--- src/rtl/ladder_counter_gen.sv ---
// Bounded position counter: steps by a programmable delta, with wrap, saturate or bounce at the limits.
// Latency: current/count/dir_out/wrapped are registered, one cycle after inputs are sampled.
// Backpressure: none; en is sampled every cycle, and a load or a config error takes precedence over en.
module ladder_counter_gen #(
    parameter int WIDTH   = 4,
    parameter int DELTA_W = 3,
    parameter int CNT_W   = 4
) (
    input  logic               clk,
    input  logic               reset,
    input  logic               en,
    input  logic               load,
    input  logic [WIDTH-1:0]   load_value,
    input  logic [DELTA_W-1:0] delta,
    input  logic               direction,
    input  logic [1:0]         mode,
    input  logic [WIDTH-1:0]   lo_limit,
    input  logic [WIDTH-1:0]   hi_limit,
    output logic [WIDTH-1:0]   current,
    output logic [CNT_W-1:0]   count,
    output logic               dir_out,
    output logic               at_top,
    output logic               at_bottom,
    output logic               wrapped,
    output logic               cfg_err
);

    // Two guard bits keep current +/- delta and the reflection terms free of overflow.
    localparam int SW = ((WIDTH > DELTA_W) ? WIDTH : DELTA_W) + 2;
    typedef logic signed [SW-1:0] sval_t;
    localparam sval_t S_ONE = sval_t'(1);

    sval_t s_cur, s_lo, s_hi, s_d, s_span, s_n, s_r;
    logic  bounce_m, wrap_m, eff_up;

    logic [WIDTH-1:0] nxt_cur;
    logic [CNT_W-1:0] nxt_cnt;
    logic             nxt_dir;
    logic             nxt_wrap;

    assign s_cur  = {{(SW-WIDTH){1'b0}}, current};
    assign s_lo   = {{(SW-WIDTH){1'b0}}, lo_limit};
    assign s_hi   = {{(SW-WIDTH){1'b0}}, hi_limit};
    assign s_d    = {{(SW-DELTA_W){1'b0}}, delta};
    assign s_span = s_hi - s_lo + S_ONE;

    assign cfg_err   = (lo_limit > hi_limit);
    assign at_top    = (current == hi_limit);
    assign at_bottom = (current == lo_limit);

    // Mode 11 falls through to saturate.
    assign wrap_m   = (mode == 2'b00);
    assign bounce_m = (mode == 2'b10);
    assign eff_up   = bounce_m ? dir_out : direction;
    assign s_n      = eff_up ? (s_cur + s_d) : (s_cur - s_d);

    always_comb begin
        nxt_cur  = current;
        nxt_cnt  = count;
        nxt_dir  = dir_out;
        nxt_wrap = 1'b0;
        s_r      = s_n;
        if (cfg_err) begin
            nxt_cur = current;
        end else if (load) begin
            if (load_value < lo_limit)
                nxt_cur = lo_limit;
            else if (load_value > hi_limit)
                nxt_cur = hi_limit;
            else
                nxt_cur = load_value;
            nxt_cnt = '0;
            nxt_dir = direction;
        end else if (en && (delta != '0)) begin
            nxt_cnt = count + CNT_W'(1);
            if ((current < lo_limit) || (current > hi_limit)) begin
                nxt_cur = lo_limit;
                nxt_dir = 1'b1;
            end else begin
                if (!bounce_m)
                    nxt_dir = direction;
                if (lo_limit == hi_limit) begin
                    nxt_cur = lo_limit;
                end else if ((s_n >= s_lo) && (s_n <= s_hi)) begin
                    nxt_cur = s_n[WIDTH-1:0];
                end else if (wrap_m) begin
                    s_r      = (s_n > s_hi) ? (s_n - s_span) : (s_n + s_span);
                    nxt_wrap = 1'b1;
                    if ((s_r >= s_lo) && (s_r <= s_hi))
                        nxt_cur = s_r[WIDTH-1:0];
                    else
                        nxt_cur = lo_limit;
                end else if (bounce_m) begin
                    // Reflect around the crossed limit, grouped so no term exceeds hi + delta.
                    if (s_n > s_hi) begin
                        s_r     = s_hi - (s_n - s_hi);
                        nxt_dir = 1'b0;
                    end else begin
                        s_r     = s_lo + (s_lo - s_n);
                        nxt_dir = 1'b1;
                    end
                    nxt_wrap = 1'b1;
                    if (s_r < s_lo)
                        nxt_cur = lo_limit;
                    else if (s_r > s_hi)
                        nxt_cur = hi_limit;
                    else
                        nxt_cur = s_r[WIDTH-1:0];
                end else begin
                    nxt_cur = (s_n > s_hi) ? hi_limit : lo_limit;
                end
            end
        end
    end

    always_ff @(posedge clk or posedge reset) begin
        if (reset) begin
            current <= '0;
            count   <= '0;
            dir_out <= 1'b1;
            wrapped <= 1'b0;
        end else begin
            current <= nxt_cur;
            count   <= nxt_cnt;
            dir_out <= nxt_dir;
            wrapped <= nxt_wrap;
        end
    end

endmodule

--- config.mk ---
export PLATFORM = sky130hd
export DESIGN_NAME = ladder_counter_gen
export DESIGN_NICKNAME = d
export VERILOG_FILES = /design/src/rtl/ladder_counter_gen.sv
export SDC_FILE = /design/constraint.sdc
export NUM_CORES = 1
export LEC_CHECK = 0
export CORE_AREA = 2 2 82 84
export DETAILED_ROUTE_END_ITERATION = 8
export DIE_AREA = 0 0 84 86
export GPL_TIMING_DRIVEN = 0
export PLACE_DENSITY = 0.69
export SYNTH_ARGS = -nofsm -noshare
export SYNTH_HDL_FRONTEND = slang
export SYNTH_SLANG_ARGS = --single-unit
--- constraint.sdc ---
create_clock -name clk -period 5.1 [get_ports clk]
set_clock_uncertainty 0.1 [all_clocks]
set_input_delay 1.02 -clock clk [delete_from_list [all_inputs] [get_ports clk]]
set_output_delay 1.02 -clock clk [all_outputs]
set_load 0.1 [all_outputs]
==> flow_summary.ini, run 1 <==
[cells_and_area]
final_cells = 515
nets = 529
area_growth_pct = 32.3
layout-drive-gt1-share_pct = 23.7
diodes = 0
nFillCells = 540

[synth]
synth_cell_types = 69
synth_top_area_share_pct = 25.6
synth_top_cell_by_area = ha_1
async_reset_ff_share_pct = 100
yosysMostFrequentCell = ha_1
ys_top_cells_by_area = ha_1 26%, dfrtp_1 7.4%, a21oi_1 6.3%, nor2_1 4.2%, fa_1 4.0%
syn_avg_cell_area_um2 = 8.01
syn-num-nets = 468
synthCells = 378
synth_seq_cells = 10
synth_seq_area_share_pct = 8.30
synthTopCellsByCount = 62 x ha_1, 38 x a21oi_1, 34 x nor2_1
syn_area_um2 = 3030
synth_enable_flop_cells = 0
synthFlopType = dfrtp_1
ys_warn_count = 0

[routing]
drt_first_pass_iters = 5
drt-total-wl_um = 9750
drc_errors = 0
via_count = 3179
wl_per_cell_um = 18.9
drtIter0Drc = 261
viasPerCell = 6.17
ant_nets = 0

[outcome]
violations = setup timing
outcome = complete, but fails checks

[die]
initial_core_util_pct = 48.3
core-area_um2 = 6280
die_h_um = 86
die_x_um = 84
io_pins = 35
row_count = 29
die_area_um2 = 7220

[setup_path]
rrSetupSlack_ns = -0.49
crit_path_end_kind = flop
worst_r2r_path_depth = 27
start_kind = primary input
crit_type = primary input to flop
cp.arrival_ns = 5.86
r2r-end = current[3]
path_max_fanout = 4
crit_required_ns = 5.11
r2r-start = current[1]

[clocking]
cts_made_buffers = 3
htree_levels = 1
clock_latency_ns = 0.24
cts.clk_slew.worst_paths_ns = 0.05
clock_path_buffers = 2
cts.sinks = 10
hold_buffers = 0
cts_root_buf = clkbuf_8
cts_tree = done

[min_path]
holdCritStartpoint = dir_out
holdPathEnd = dir_out
hold_depth = 2
holdCritPathClass = flop to flop

[place]
hpwl_um = 7210
dp.cells = 487
io_buffers = 32
place.gp.congestion = 0.938

[timing]
maxSlewHeadroom_pct = 34.5
grt_setup_unrepaired = yes
timing.fmax_mhz = 171
setup_viol = 4
report.final.slew_viol_count = 0
hold_viol = 0
tightest_slew_ns = 0.980
min_period_ns = 5.84
fin_ws_ns = -0.744
fin_crit_sh_pct = 115

[global_routing]
grt_max_degree = 12
grt.overflow.total = 0
grt_pass1_vias = 3070
grt_pass1_wl_um = 15800
antenna_found_initial = 0
groute.usage.overall_pct = 27.5

[run]
cap_violations = 0
## kinds of logic (layout without fill, tap and decap cells)
logic type	Yosys count	after routing	share of synthesized area [%]
AO/OA/AOI/OAI	116	116	25.7
XOR/XNOR	22	22	6.61
adder cells (fa/ha/maj)	68	68	29.6
buffers and inverters	35	95	5.08
flip-flops	10	10	8.30
multiplexers	12	12	4.50
AND/OR/NAND/NOR	115	115	20.2
## cells in the final DEF (no fill, tap or decap), types with 9 or more instances in the layout
cell             instances
clkdlybuf4s50_1         26
o21ai_0                 17
nand2b_1                 9
ha_1                    53
inv_1                   24
nor2b_1                 11
nand2_1                 22
a21oi_1                 31
buf_4                   24
nor2_1                  32
## layer usage
metal  wire (µm)  GRT usage [%]  part of all wire, %
met1        4450           37.5                   46
met2        4480           47.6                   46
met3         523           2.50                  5.4
met4         295           5.87                  3.0
met5           0              0                    0
## timing repair
action | CTS | global route
gates resized for setup | 60 | 14
setup buffers | 21 | 3
endpoints found under the setup margin | 6 | 5
pin swaps | 34 | 22
## worst max-delay path: stages
cell,delay (ns)
buf_2,0.12
ha_2,0.22
fa_2,0.45
nor2_1,0.21
a21oi_4,0.06
ha_1,0.28
nor2b_1,0.14
o211ai_1,0.27
a31oi_4,0.12
or2_1,0.24
buf_6,0.14
nand2_4,0.08
xnor2_4,0.08
fa_2,0.64
ha_4,0.21
nor2b_4,0.11
o21ai_1,0.11
nand2b_1,0.08
a21oi_2,0.16
a41oi_2,0.06
a2111oi_4,0.39
nand2_2,0.16
mux2i_1,0.15
o32a_1,0.31
## registers in the layout, summed over array words and instances (netlist names)
name	cells
wrapped	1
count	4
dir_out	1
current	4
## stage by stage
step / TNS, ns / setup WS [ns] / cell area, µm² / hold WS, ns / util [%]
3_3_place_gp: -9.30 / -2.24 / 3510 / 0.410 / 55.9
2_1_floorplan: -3.00 / -0.836 / 3090 / 0.618 / -
4_1_cts: -2.38 / -0.654 / 3910 / 0.423 / 62.3
3_5_place_dp: -9.77 / -2.33 / 3510 / 0.417 / 55.9
6_report: -2.83 / -0.744 / 4010 / 0.426 / 63.8
5_1_grt: -3.77 / -0.986 / 4010 / 0.467 / 63.8
## worst max-delay path by stage
stage / from / end / slack, ns / depth (start not counted)
2_1_floorplan: mode[0] / current[3] / -0.84 / 26
3_3_place_gp: delta[1] / current[3] / -2.24 / 29
3_5_place_dp: delta[1] / current[3] / -2.33 / 29
4_1_cts: delta[1] / current[3] / -0.65 / 30
5_1_grt: mode[0] / current[3] / -0.99 / 27
6_report: delta[0] / current[3] / -0.74 / 24
## area by class of cell
cell class / instances / area (µm²) / share of cell area (%)
Timing Repair Buffer: 56 / 494 / 12.3
Clock buffer: 4 / 55.1 / 1.37
Inverter: 28 / 108 / 2.68
Multi-Input combinational cell: 333 / 2940 / 73.4
Buffer: 7 / 61.3 / 1.53
Sequential cell: 10 / 253 / 6.31
Tap cell: 77 / 96.3 / 2.40
Power of run 1 is left out: the tool's default activity adds up to more than one toggle a clock period on the data nets, which glitch-free logic cannot reach.
==> inputs of run 2 (changes only) <==
Settings changed: ABC_AREA from default to 1, CORE_AREA 2 2 82 84 to 2 2 84 86, DIE_AREA 0 0 84 86 to 0 0 86 88, PLACE_DENSITY 0.69 to default, PLACE_DENSITY_LB_ADDON from default to 0.25.
==> run 2 against run 1 <==
Against the previous run:
- the run still ends with setup timing left
- largest cell class unchanged
- routed wire length is essentially flat
- global-route usage decreased by 2.5 points
- register-to-register slack improved by 0.48 ns
- synthesized area increased by 3.8%
- die area up 4.8%
- worst hold slack improved by 0.0080 ns
- first-iteration DRC count shrank 28%
- sequential share of layout area down 0.22 points
- via count rose by 8.9%
- clock-buffer cell count unchanged
- critical endpoint is now current[2]
==> flow_summary.ini, run 2 <==
[timing]
grt_setup_unrepaired = yes
fin_ws_ns = -0.340
tightest_slew_ns = 0.970
setup_viol = 4
timing.fmax_mhz = 184
maxSlewHeadroom_pct = 35.1
min_period_ns = 5.44
fin_crit_sh_pct = 107
timing.hold.ws_ns = 0.434
hold_viol = 0
report.final.slew_viol_count = 0

[synth]
syn_area_um2 = 3150
synth_cell_types = 42
syn-num-nets = 569
async_reset_ff_share_pct = 100
synth_top_area_share_pct = 24.7
ys_warn_count = 0
yosysMostFrequentCell = nand2_1
synth_top_family_by_area = simple AND/OR/NAND/NOR gates
synthTopCellsByCount = 114 x nand2_1, 79 x inv_1, 62 x ha_1
synthCells = 479
synth_seq_area_share_pct = 8.00
synth_seq_cells = 10
synth_enable_flop_cells = 0
synth_top_cell_by_area = ha_1
ys_top_cells_by_area = ha_1 25%, nand2_1 14%, inv_1 9.4%, dfrtp_1 7.2%, a21oi_1 5.3%
synthFlopType = dfrtp_1
synthXorXnorAreaFrac_pct = 4.69
synth_compound_area_share_pct = 17.8
synth-simple-area-share_pct = 30.5
syn_avg_cell_area_um2 = 6.57
synth_mux_area_share_pct = 0
synth_adder_area_share_pct = 28.5

[clocking]
htree_levels = 1
hold_buffers = 0
cts.clk_slew.worst_paths_ns = 0.05
clock_path_buffers = 2
clock_latency_ns = 0.24
cts.sinks = 10
cts_tree = done
cts_root_buf = clkbuf_8
cts_made_buffers = 3

[global_routing]
grt.overflow.total = 0
antenna_found_initial = 0
grt_pass1_wl_um = 15200
grt_max_degree = 12
grt_pass1_vias = 3115
groute.usage.overall_pct = 25.0

[place]
place.gp.congestion = 0.949
hpwl_um = 7010
io_buffers = 33

[routing]
drtIter0Drc = 187
drt-total-wl_um = 9750
drt_first_pass_iters = 5
drc_errors = 0
via_count = 3462
ant_nets = 0
wl_per_cell_um = 15.5
viasPerCell = 5.50

[setup_path]
critical_path.top_delay_family = adder cells
start_kind = primary input
crit_path_end_kind = flop
crit_top_cell = nand2_2
worst-path-buf-inv = 9
worst_r2r_path_depth = 36
crit_required_ns = 5.16
path_depth = 37
crit_slowest_cell = ha_1
path_max_fanout = 4
max_stage_delay_ns = 0.30
cp.arrival_ns = 5.50
crit_type = primary input to flop

[min_path]
hold_depth = 2
holdCritPathClass = flop to flop

[die]
initial_core_util_pct = 47.3
io_pins = 35
die_h_um = 88
die_area_um2 = 7570
core-area_um2 = 6640
row_count = 30
die_x_um = 86

[cells_and_area]
layout_commonest_cell = nand2_1
seq_area_um2 = 255
largestRegisters = count: 4 flops, current: 4 flops
diodes = 0
nets = 641
layout-drive-gt1-share_pct = 24.4
layout_common_cells = 103 x nand2_1, 71 x inv_1, 54 x ha_1
area_growth_pct = 33.3
multi_input_area_um2 = 2830
nFillCells = 590

[outcome]
outcome = complete, but fails checks
violations = setup timing

[run]
cap_violations = 0
==> run 2: changes by cell type in the layout (fill, tap and decap cells not counted), sizes merged, moves of 8 or more <==
cell,before,now
a21o,9,0
nand2b,12,0
nor2,35,27
nand3,4,33
mux2i,9,0
inv,28,84
nor2b,12,0
nand2,24,128
buf,32,40
xnor2,13,4
==> run 2: repair_timing <==
item / in CTS / in global routing
buffers inserted: 22 / 12
gates resized for setup: 54 / 33
endpoints found under the setup margin: 5 / 5
pin swaps: 30 / 28
==> run 2: final cells by class <==
type / instances / area share (%)
Sequential cell: 10 / 6.09
Timing Repair Buffer: 67 / 14.1
Clock buffer: 4 / 1.31
Buffer: 2 / 0.448
Multi-Input combinational cell: 382 / 67.5
Tap cell: 80 / 2.39
Inverter: 85 / 8.12
==> run 2: worst reg2reg max path, delay by kind of cell (launching register included) <==
family / cells / cell delay [ns]
buffers and inverters: 7 / 0.73
DFF: 1 / 0.42
adders and majority gates: 5 / 1.43
AOI/OAI and AO/OA: 3 / 0.43
and+or+nand+nor: 18 / 1.27
xor gates and xnor gates: 3 / 0.66
==> run 2: through the flow <==
step	cell area [µm²]	setup WS [ns]	utilization [%]	std cells	setup TNS [ns]
after floorplan	3240	-0.251	-	479	-0.873
after global placement	3670	-1.62	55.2	592	-6.39
after detailed placement	3670	-1.76	55.2	592	-7.01
after CTS	4010	-0.230	60.3	618	-0.855
after global routing	4190	-0.672	63.1	630	-2.57
final	4190	-0.340	63.1	630	-1.34
==> run 2: cell families after synthesis <==
logic type | Yosys count
and+or+nand+nor | 203
AOI/OAI and AO/OA | 95
buffers and inverters | 87
adders and majority gates | 68
xor gates and xnor gates | 16
DFF | 10
==> run 2: path summary, 6_finish.rpt <==
path                            slack [ns]       start         end
worst min register to register        0.43    count[1]    count[1]
max in group asynchronous             3.64       reset     dir_out
worst max-delay path                 -0.34    delta[2]  current[2]
min in group asynchronous             0.95       reset    count[1]
worst max register to register       -0.01  current[0]  current[2]
worst min-delay path                  0.43    count[1]    count[1]
==> run 2: per-layer routing <==
| metal | global-route usage [%] | wire [µm] | share of wire, % | vias up |
|---|---|---|---|---|
| li1 | - | - | - | 1730 |
| met1 | 34.3 | 4380 | 45 | 1589 |
| met2 | 41.4 | 4620 | 47 | 131 |
| met3 | 3.49 | 628 | 6.4 | 12 |
| met4 | 6.20 | 117 | 1.2 | 0 |
| met5 | 0 | 0 | 0 | - |
Power of run 2 is left out for the same reason.
==> inputs of run 3 (changes only) <==
Settings changed: CORE_AREA 2 2 84 86 to 2 2 106 108, DIE_AREA 0 0 86 88 to 0 0 108 110, SLEW_MARGIN from default to 30.
==> run 3 against run 2 <==
Against the previous run:
- the run still ends with setup timing left
- maximum frequency decreased by 1.2%
- clock-buffer cell count did not move
- critical path depth is 1 higher
- core utilization decreased by 24 points
- first-iteration DRC count rose by 8.6%
- via count down 4.2%
- worst setup slack got worse by 0.064 ns
- critical path type unchanged
==> flow_summary.ini, run 3 (synthesis results as in run 2) <==
[timing]
fin_crit_sh_pct = 108
timing.hold.ws_ns = 0.429
tightest_slew_ns = 0.973
maxSlewHeadroom_pct = 34.9
grt_setup_unrepaired = yes
min_period_ns = 5.50
timing.fmax_mhz = 182
setup_viol = 4
hold_viol = 0
tns_ns = -1.46
report.final.slew_viol_count = 0
fin_ws_ns = -0.404

[die]
row_count = 38
die_area_um2 = 11900
die_h_um = 110
io_pins = 35
core-area_um2 = 10700
die_x_um = 108
initial_core_util_pct = 29.4

[clocking]
clock_path_buffers = 2
cts_tree = done
hold_buffers = 0
clock_latency_ns = 0.24
cts_made_buffers = 3
cts.clk_slew.worst_paths_ns = 0.05
htree_levels = 1
cts.sinks = 10
cts_root_buf = clkbuf_8

[place]
dp_slack_ns = -1.80
hpwl_um = 7690
place.gp.congestion = 0.904
io_buffers = 33

[run]
cap_violations = 0

[routing]
drc_errors = 0
routed-wl-met2_um = 4580
drt_first_pass_iters = 4
top_layer_used = met4
wl_met1_um = 4640
drtIter0Drc = 203
met3_length_um = 432
via_count = 3316
viasPerCell = 4.86
wl_per_cell_um = 14.5
ant_nets = 0
drt-total-wl_um = 9900

[cells_and_area]
layout_commonest_cell = nand2_1
largestRegisters = count: 4 flops, current: 4 flops
area_growth_pct = 32.1
layout-drive-gt1-share_pct = 20.4
nets = 634
layout_common_cells = 108 x nand2_1, 72 x inv_1, 56 x ha_1
utilization_pct = 38.8
diodes = 0

[setup_path]
cp.arrival_ns = 5.57
max_stage_delay_ns = 0.29
crit_type = primary input to flop
crit_required_ns = 5.16
crit_path_end_kind = flop
crit_slowest_cell = a221oi_4
rrSetupSlack_ns = -0.03
critical_path.top_delay_family = simple AND/OR/NAND/NOR gates
start_kind = primary input
worst-path-buf-inv = 7
path_max_fanout = 4
crit_top_cell = nand2_1

[min_path]
holdCritPathClass = flop to flop

[global_routing]
grt_pass1_wl_um = 15700
grt_max_degree = 12
antenna_found_initial = 0
grt_pass1_vias = 3260
groute.usage.overall_pct = 16.6
grt.overflow.total = 0

[outcome]
violations = setup timing
outcome = complete, but fails checks
-- run 3: path summary, 6_finish.rpt --
| check | startpoint | endpoint | cells past startpoint |
|---|---|---|---|
| max in group asynchronous | reset | dir_out | 2 |
| setup / recovery | delta[2] | current[2] | 38 |
| hold reg to reg | count[1] | count[1] | 2 |
| setup reg to reg | current[2] | current[2] | 36 |
| min in group asynchronous | reset | count[1] | 2 |
| hold / removal | count[1] | count[1] | 2 |
-- run 3: through the flow --
step / cell area (µm²) / std cells
after floorplan: 3240 / 479
after global placement: 3740 / 652
after detailed placement: 3740 / 652
after CTS: 4080 / 677
after global routing: 4150 / 683
final: 4150 / 683
-- run 3: routing by layer --
layer	track usage, %	vias up
met3	1.12	19
met5	0	-
met4	5.13	0
met1	21.9	1499
met2	29.1	81
li1	-	1717
-- run 3: final cells by class --
class | instances | area [µm²]
fillers | 1124 | 6540
multi-input cells | 382 | 2780
repair buffers | 60 | 534
inverters | 85 | 337
flip-flops and latches | 10 | 255
well taps | 140 | 175
clock buffers | 4 | 55.1
plain buffers | 2 | 18.8
-- run 3: worst register-to-register path: cells and delay by family (launching register included) --
kind	cells	cell delay, ns
simple gates	17	1.29
compound gates	7	0.98
buf+inv	5	0.44
fa+ha+maj	4	1.13
flops	1	0.47
xor+xnor	3	0.63
-- run 3: repair_timing --
item                                   CTS  global route
buffers inserted                        21             6
gates resized for setup                 53            15
endpoints found under the hold margin    0             0
setup endpoints to repair                5             5
pin swaps                               28            24
Power of run 3 is left out for the same reason.
==> variant 1 (config.mk and constraints of run 3) <==
The parameter `WIDTH` goes from 4 to 5.
--- a/src/rtl/ladder_counter_gen.sv
+++ b/src/rtl/ladder_counter_gen.sv
@@ -2,7 +2,7 @@
 // Latency: current/count/dir_out/wrapped are registered, one cycle after inputs are sampled.
 // Backpressure: none; en is sampled every cycle, and a load or a config error takes precedence over en.
 module ladder_counter_gen #(
-    parameter int WIDTH   = 4,
+    parameter int WIDTH   = 5,
     parameter int DELTA_W = 3,
     parameter int CNT_W   = 4
 ) (
Ports: changed (resized current, hi_limit, lo_limit and load_value); port bits go from 35 to 39. The function was not compared with the original's and may differ.
==> variant 1 against run 3 <==
The run still ends with negative setup slack left; synthesized area up 23%; setup slack worse by 0.23 ns; count of clock-buffer cells in the layout unchanged; non-clock buffer count up 2; register-to-register slack worse by 0.29 ns; sequential cell count up 1; wire length up 22%; design area up 20%; critical endpoint unchanged.
Power is not shown: default switching activity piles up to over one toggle a cycle in this logic, so the estimate is an artifact.
==> variant 1: results (changes against run 3) <==
| Metric | Value |
|---|---|
| DRC marker count from the first detailed-route iteration | `284 (+40%)` |
| Final count of negative-setup-slack endpoints | `5 (+1)` |
| Slew HR | `34.69% (-0.25 points)` |
| Min-Delay Startpoint | `dir_out` |
| Crit. Startpoint | `delta[0]` |
| Synth area leaders | `ha_1, nand2_1, inv_1` |
| Placer Congestion | `0.8864 (-1.9%)` |
| Vias per cell | `5.151 (+6.1%)` |
| HPWL Detailed | `9.297 mm (+21%)` |
| Worst setup margin | `-0.6295 ns (-0.2254 ns)` |
| Regs by FF count | `current x5, count x4` |
| Layout cell share with drive strength beyond 1 | `21.19% (+0.75 points)` |
| Post-synthesis cell type count | `45 (+7.1%)` |
| Crit path max fanout | `5 (+1)` |
| Initial antenna violation count | `0 (unchanged)` |
| Total track usage | `20.66% (+4.1 points)` |
| Critical Path Max Stage Delay | `0.34 ns (+0.05 ns)` |
| Top post-synthesis cells by count | `nand2_1, inv_1, ha_1, a21oi_1, nand3_1` |
| Hold slack | `0.3938 ns (-0.03491 ns)` |
| Status | `finished, violations left` |
| Nets | `778 (+23%)` |
| Failing checks | `negative setup slack` |
| Vias in the first global route | `3944 (+21%)` |
| R2R Setup Slk | `-0.32 ns (-0.29 ns)` |
| Place WS | `-1.875 ns (-0.07870 ns)` |
-- variant 1: layout make-up --
type | count | area (sq um)
inverter | 104 | 411.6
multi-input combinational | 487 | 3482
buffer | 3 | 30.03
tap | 140 | 175.2
sequential | 11 | 279.0
timing repair buffer | 61 | 544.3
clock buffer | 4 | 45.04
fill | 1118 | 5731
-- variant 1: worst max-delay path, delay by kind of cell --
| family | cells | cell delay, ns |
|---|---|---|
| and+or+nand+nor | 21 | 1.86 |
| AOI/OAI and AO/OA | 4 | 0.49 |
| buffers and inverters | 8 | 0.71 |
| adders and majority gates | 5 | 1.28 |
| xor gates and xnor gates | 2 | 0.34 |
-- variant 1: cells by family (layout without fill, tap and decap cells) --
family                     count (synthesis)  in the layout  synth area share [%]
adders and majority gates                 82             82                 27.58
buffers and inverters                    107            172                 10.73
AOI/OAI and AO/OA                        115            115                 17.65
and+or+nand+nor                          271            271                 32.64
DFF                                       11             11                 7.120
xor gates and xnor gates                  19             19                 4.285
-- variant 1: through the flow --
stage	cell area (sq um)	std cells	utilization, %	setup TNS [ns]
CTS	4860	808	45.43	-3.175
global route	4967	810	46.43	-4.710
global placement	4491	782	41.98	-9.568
finish	4967	810	46.43	-2.955
detailed placement	4491	782	41.98	-9.807
floorplan	3945	605	-	-2.731
-- variant 1: worst paths after layout --
check,endpoint
setup / recovery,current[2]
hold / removal,dir_out
setup reg to reg,current[2]
hold reg to reg,dir_out
max in group asynchronous,dir_out
min in group asynchronous,count[0]
-- variant 1: what timing repair did --
item	in CTS	in global routing
buffers inserted	22	2
gates resized for setup	64	30
setup endpoints to repair	6	6
pin swaps	43	34
-- variant 1: metal layers --
| metal | vias up | global-route usage (%) | wire (um) |
|---|---|---|---|
| met1 | 1895 | 26.62 | 5427 |
| li1 | 2136 | - | - |
| met4 | 0 | 5.403 | 234 |
| met2 | 119 | 37.51 | 5866 |
| met5 | - | 0 | 0 |
| met3 | 22 | 1.293 | 599 |
==> variant 2 (config.mk and constraints of run 3) <==
Without the edit above. Register the input `hi_limit` before use. The logic sees it one clock later. The other inputs are not delayed to match.
--- a/src/rtl/ladder_counter_gen.sv
+++ b/src/rtl/ladder_counter_gen.sv
@@ -30,6 +30,12 @@
     typedef logic signed [SW-1:0] sval_t;
     localparam sval_t S_ONE = sval_t'(1);
 
+    logic [WIDTH-1:0] hi_limit_q;
+
+    always_ff @(posedge clk) begin
+        hi_limit_q <= hi_limit;
+    end
+
     sval_t s_cur, s_lo, s_hi, s_d, s_span, s_n, s_r;
     logic  bounce_m, wrap_m, eff_up;
 
@@ -40,12 +46,12 @@
 
     assign s_cur  = {{(SW-WIDTH){1'b0}}, current};
     assign s_lo   = {{(SW-WIDTH){1'b0}}, lo_limit};
-    assign s_hi   = {{(SW-WIDTH){1'b0}}, hi_limit};
+    assign s_hi   = {{(SW-WIDTH){1'b0}}, hi_limit_q};
     assign s_d    = {{(SW-DELTA_W){1'b0}}, delta};
     assign s_span = s_hi - s_lo + S_ONE;
 
-    assign cfg_err   = (lo_limit > hi_limit);
-    assign at_top    = (current == hi_limit);
+    assign cfg_err   = (lo_limit > hi_limit_q);
+    assign at_top    = (current == hi_limit_q);
     assign at_bottom = (current == lo_limit);
 
     // Mode 11 falls through to saturate.
@@ -65,21 +71,21 @@
         end else if (load) begin
             if (load_value < lo_limit)
                 nxt_cur = lo_limit;
-            else if (load_value > hi_limit)
-                nxt_cur = hi_limit;
+            else if (load_value > hi_limit_q)
+                nxt_cur = hi_limit_q;
             else
                 nxt_cur = load_value;
             nxt_cnt = '0;
             nxt_dir = direction;
         end else if (en && (delta != '0)) begin
             nxt_cnt = count + CNT_W'(1);
-            if ((current < lo_limit) || (current > hi_limit)) begin
+            if ((current < lo_limit) || (current > hi_limit_q)) begin
                 nxt_cur = lo_limit;
                 nxt_dir = 1'b1;
             end else begin
                 if (!bounce_m)
                     nxt_dir = direction;
-                if (lo_limit == hi_limit) begin
+                if (lo_limit == hi_limit_q) begin
                     nxt_cur = lo_limit;
                 end else if ((s_n >= s_lo) && (s_n <= s_hi)) begin
                     nxt_cur = s_n[WIDTH-1:0];
@@ -103,11 +109,11 @@
                     if (s_r < s_lo)
                         nxt_cur = lo_limit;
                     else if (s_r > s_hi)
-                        nxt_cur = hi_limit;
+                        nxt_cur = hi_limit_q;
                     else
                         nxt_cur = s_r[WIDTH-1:0];
                 end else begin
-                    nxt_cur = (s_n > s_hi) ? hi_limit : lo_limit;
+                    nxt_cur = (s_n > s_hi) ? hi_limit_q : lo_limit;
                 end
             end
         end
Behaviour: not the same (Yosys sat finds a counterexample within 4 cycles, from zero or initial values and one cycle with reset high).
==> variant 2 against run 3 <==
The flow still finishes with violations (negative setup slack); design area grew 4.9%; sequential cell count grew 4; setup slack gained 0.075 ns; wire length grew 0.71%; first-iteration DRC count shrank 2.5%; critical path depth grew 1; synthesized area grew 2.9%; critical path type unchanged.
Power is not shown: default switching activity piles up to over one toggle a cycle in this logic, so the estimate is an artifact.
==> variant 2: results (changes against run 3) <==
| Metric | Value |
|---|---|
| Status | `finished, violations left` |
| Failing checks | `negative setup slack` |
| DRC marker count from the first detailed-route iteration | `198 (-2.5%)` |
| Min-Delay Startpoint | `dir_out` |
| Worst skew pair latency | `0.26 ns (+0.02 ns)` |
| Synth Area in Compound Gates | `17.12% (-0.70 points)` |
| Synth warnings | `0 (unchanged)` |
| Reg2Reg Depth | `37 (+2.8%)` |
| Async SR Flop Fraction | `71.43% (-29 points)` |
| Placer Congestion | `0.8908 (-1.4%)` |
| CP delay by family, top | `compound AO/OA/AOI/OAI gates` |
| First-pass GRT wire length | `15.99 mm (+1.7%)` |
| Final count of negative-setup-slack endpoints | `4 (unchanged)` |
| # H-tree levels | `1 (unchanged)` |
| Post-Synth XOR/XNOR Area | `4.059% (-0.63 points)` |
| Vias in the first global route | `3256 (-0.12%)` |
| # fillers | `1117 (-0.62%)` |
| Adder-cell share of the synthesized area | `27.68% (-0.80 points)` |
| R2R Path End | `current[1]` |
| Nets | `649 (+2.4%)` |
| Regs by FF count | `count x4, current x4, hi_limit_q x4` |
| Crit path arrival time | `5.46 ns (-0.11 ns)` |
| Place WS | `-1.540 ns (+0.2568 ns)` |
| Largest net degree at the start of global routing | `13 (+1)` |
| Post-synthesis sequential area ratio | `10.24% (+2.2 points)` |
| Top post-synthesis cells by count | `nand2_1, inv_1, ha_1, a21oi_1` |
| HPWL Detailed | `7.568 mm (-1.6%)` |
| Antenna Cells | `0 (unchanged)` |
| Vias per cell | `4.862 (+0.15%)` |
| Crit path max fanout | `12 (+8)` |
| Critical Path Max Stage Delay | `0.30 ns` |
| Worst setup margin | `-0.3296 ns (+0.07452 ns)` |
| Syn_nets | `577 (+1.4%)` |
| Hold slack | `0.4299 ns (+0.001170 ns)` |
| Hold Path End | `dir_out` |
| R2R Setup Slk | `0.04 ns (+0.07 ns)` |
| Slew HR | `34.26% (-0.68 points)` |
| Total track usage | `17.06% (+0.45 points)` |
| Clk slew on worst S/H paths | `0.08 ns (+0.03 ns)` |
| Routed wire per std cell | `14.29 um (-1.5%)` |
| Cell area after placement | `3837 sq um (+2.5%)` |
| Layout cell share with drive strength beyond 1 | `25.45% (+5.0 points)` |
| Synth area leaders | `ha_1, nand2_1, inv_1` |
variant 2: cell families after synthesis:
family                     Yosys count
AOI/OAI and AO/OA                   95
and+or+nand+nor                    207
adders and majority gates           68
xor gates and xnor gates            15
DFF                                 14
buffers and inverters               88
variant 2: layer usage:
layer	global-route usage, %	wire length, um
met4	3.205	186
met5	0	0
met3	2.410	508
met1	22.37	4639
met2	30.05	4637
variant 2: worst max-delay path by stage:
stage	from	end	slack (ns)	cells after the start
floorplan	delta[2]	current[2]	-0.12	38
global placement	delta[1]	current[2]	-1.52	38
detailed placement	delta[1]	current[2]	-1.54	38
CTS	delta[2]	current[3]	-0.22	39
global route	delta[2]	current[1]	-0.60	39
finish	delta[2]	current[1]	-0.33	39
variant 2: what timing repair did:
action                     4_1_cts  5_1_grt
setup endpoints to repair        5        5
resized for setup               55       29
pin swaps                       36       37
buffers inserted                30        6
variant 2: through the flow:
step | cells | utilization (%) | TNS (ns)
2_1_floorplan | 487 | - | -0.3855
3_3_place_gp | 660 | 35.87 | -6.266
3_5_place_dp | 660 | 35.87 | -6.370
4_1_cts | 692 | 39.49 | -0.8397
5_1_grt | 698 | 40.75 | -2.284
6_report | 698 | 40.75 | -1.227
variant 2: area by class of cell:
| cell class | count | area, sq um | area share [%] |
|---|---|---|---|
| sequential | 14 | 335.3 | 7.692 |
| multi-input combinational | 385 | 2838 | 65.10 |
| timing repair buffer | 68 | 590.6 | 13.55 |
| inverter | 85 | 342.8 | 7.865 |
| clock buffer | 4 | 55.05 | 1.263 |
| tap | 140 | 175.2 | 4.018 |
| buffer | 2 | 22.52 | 0.5166 |
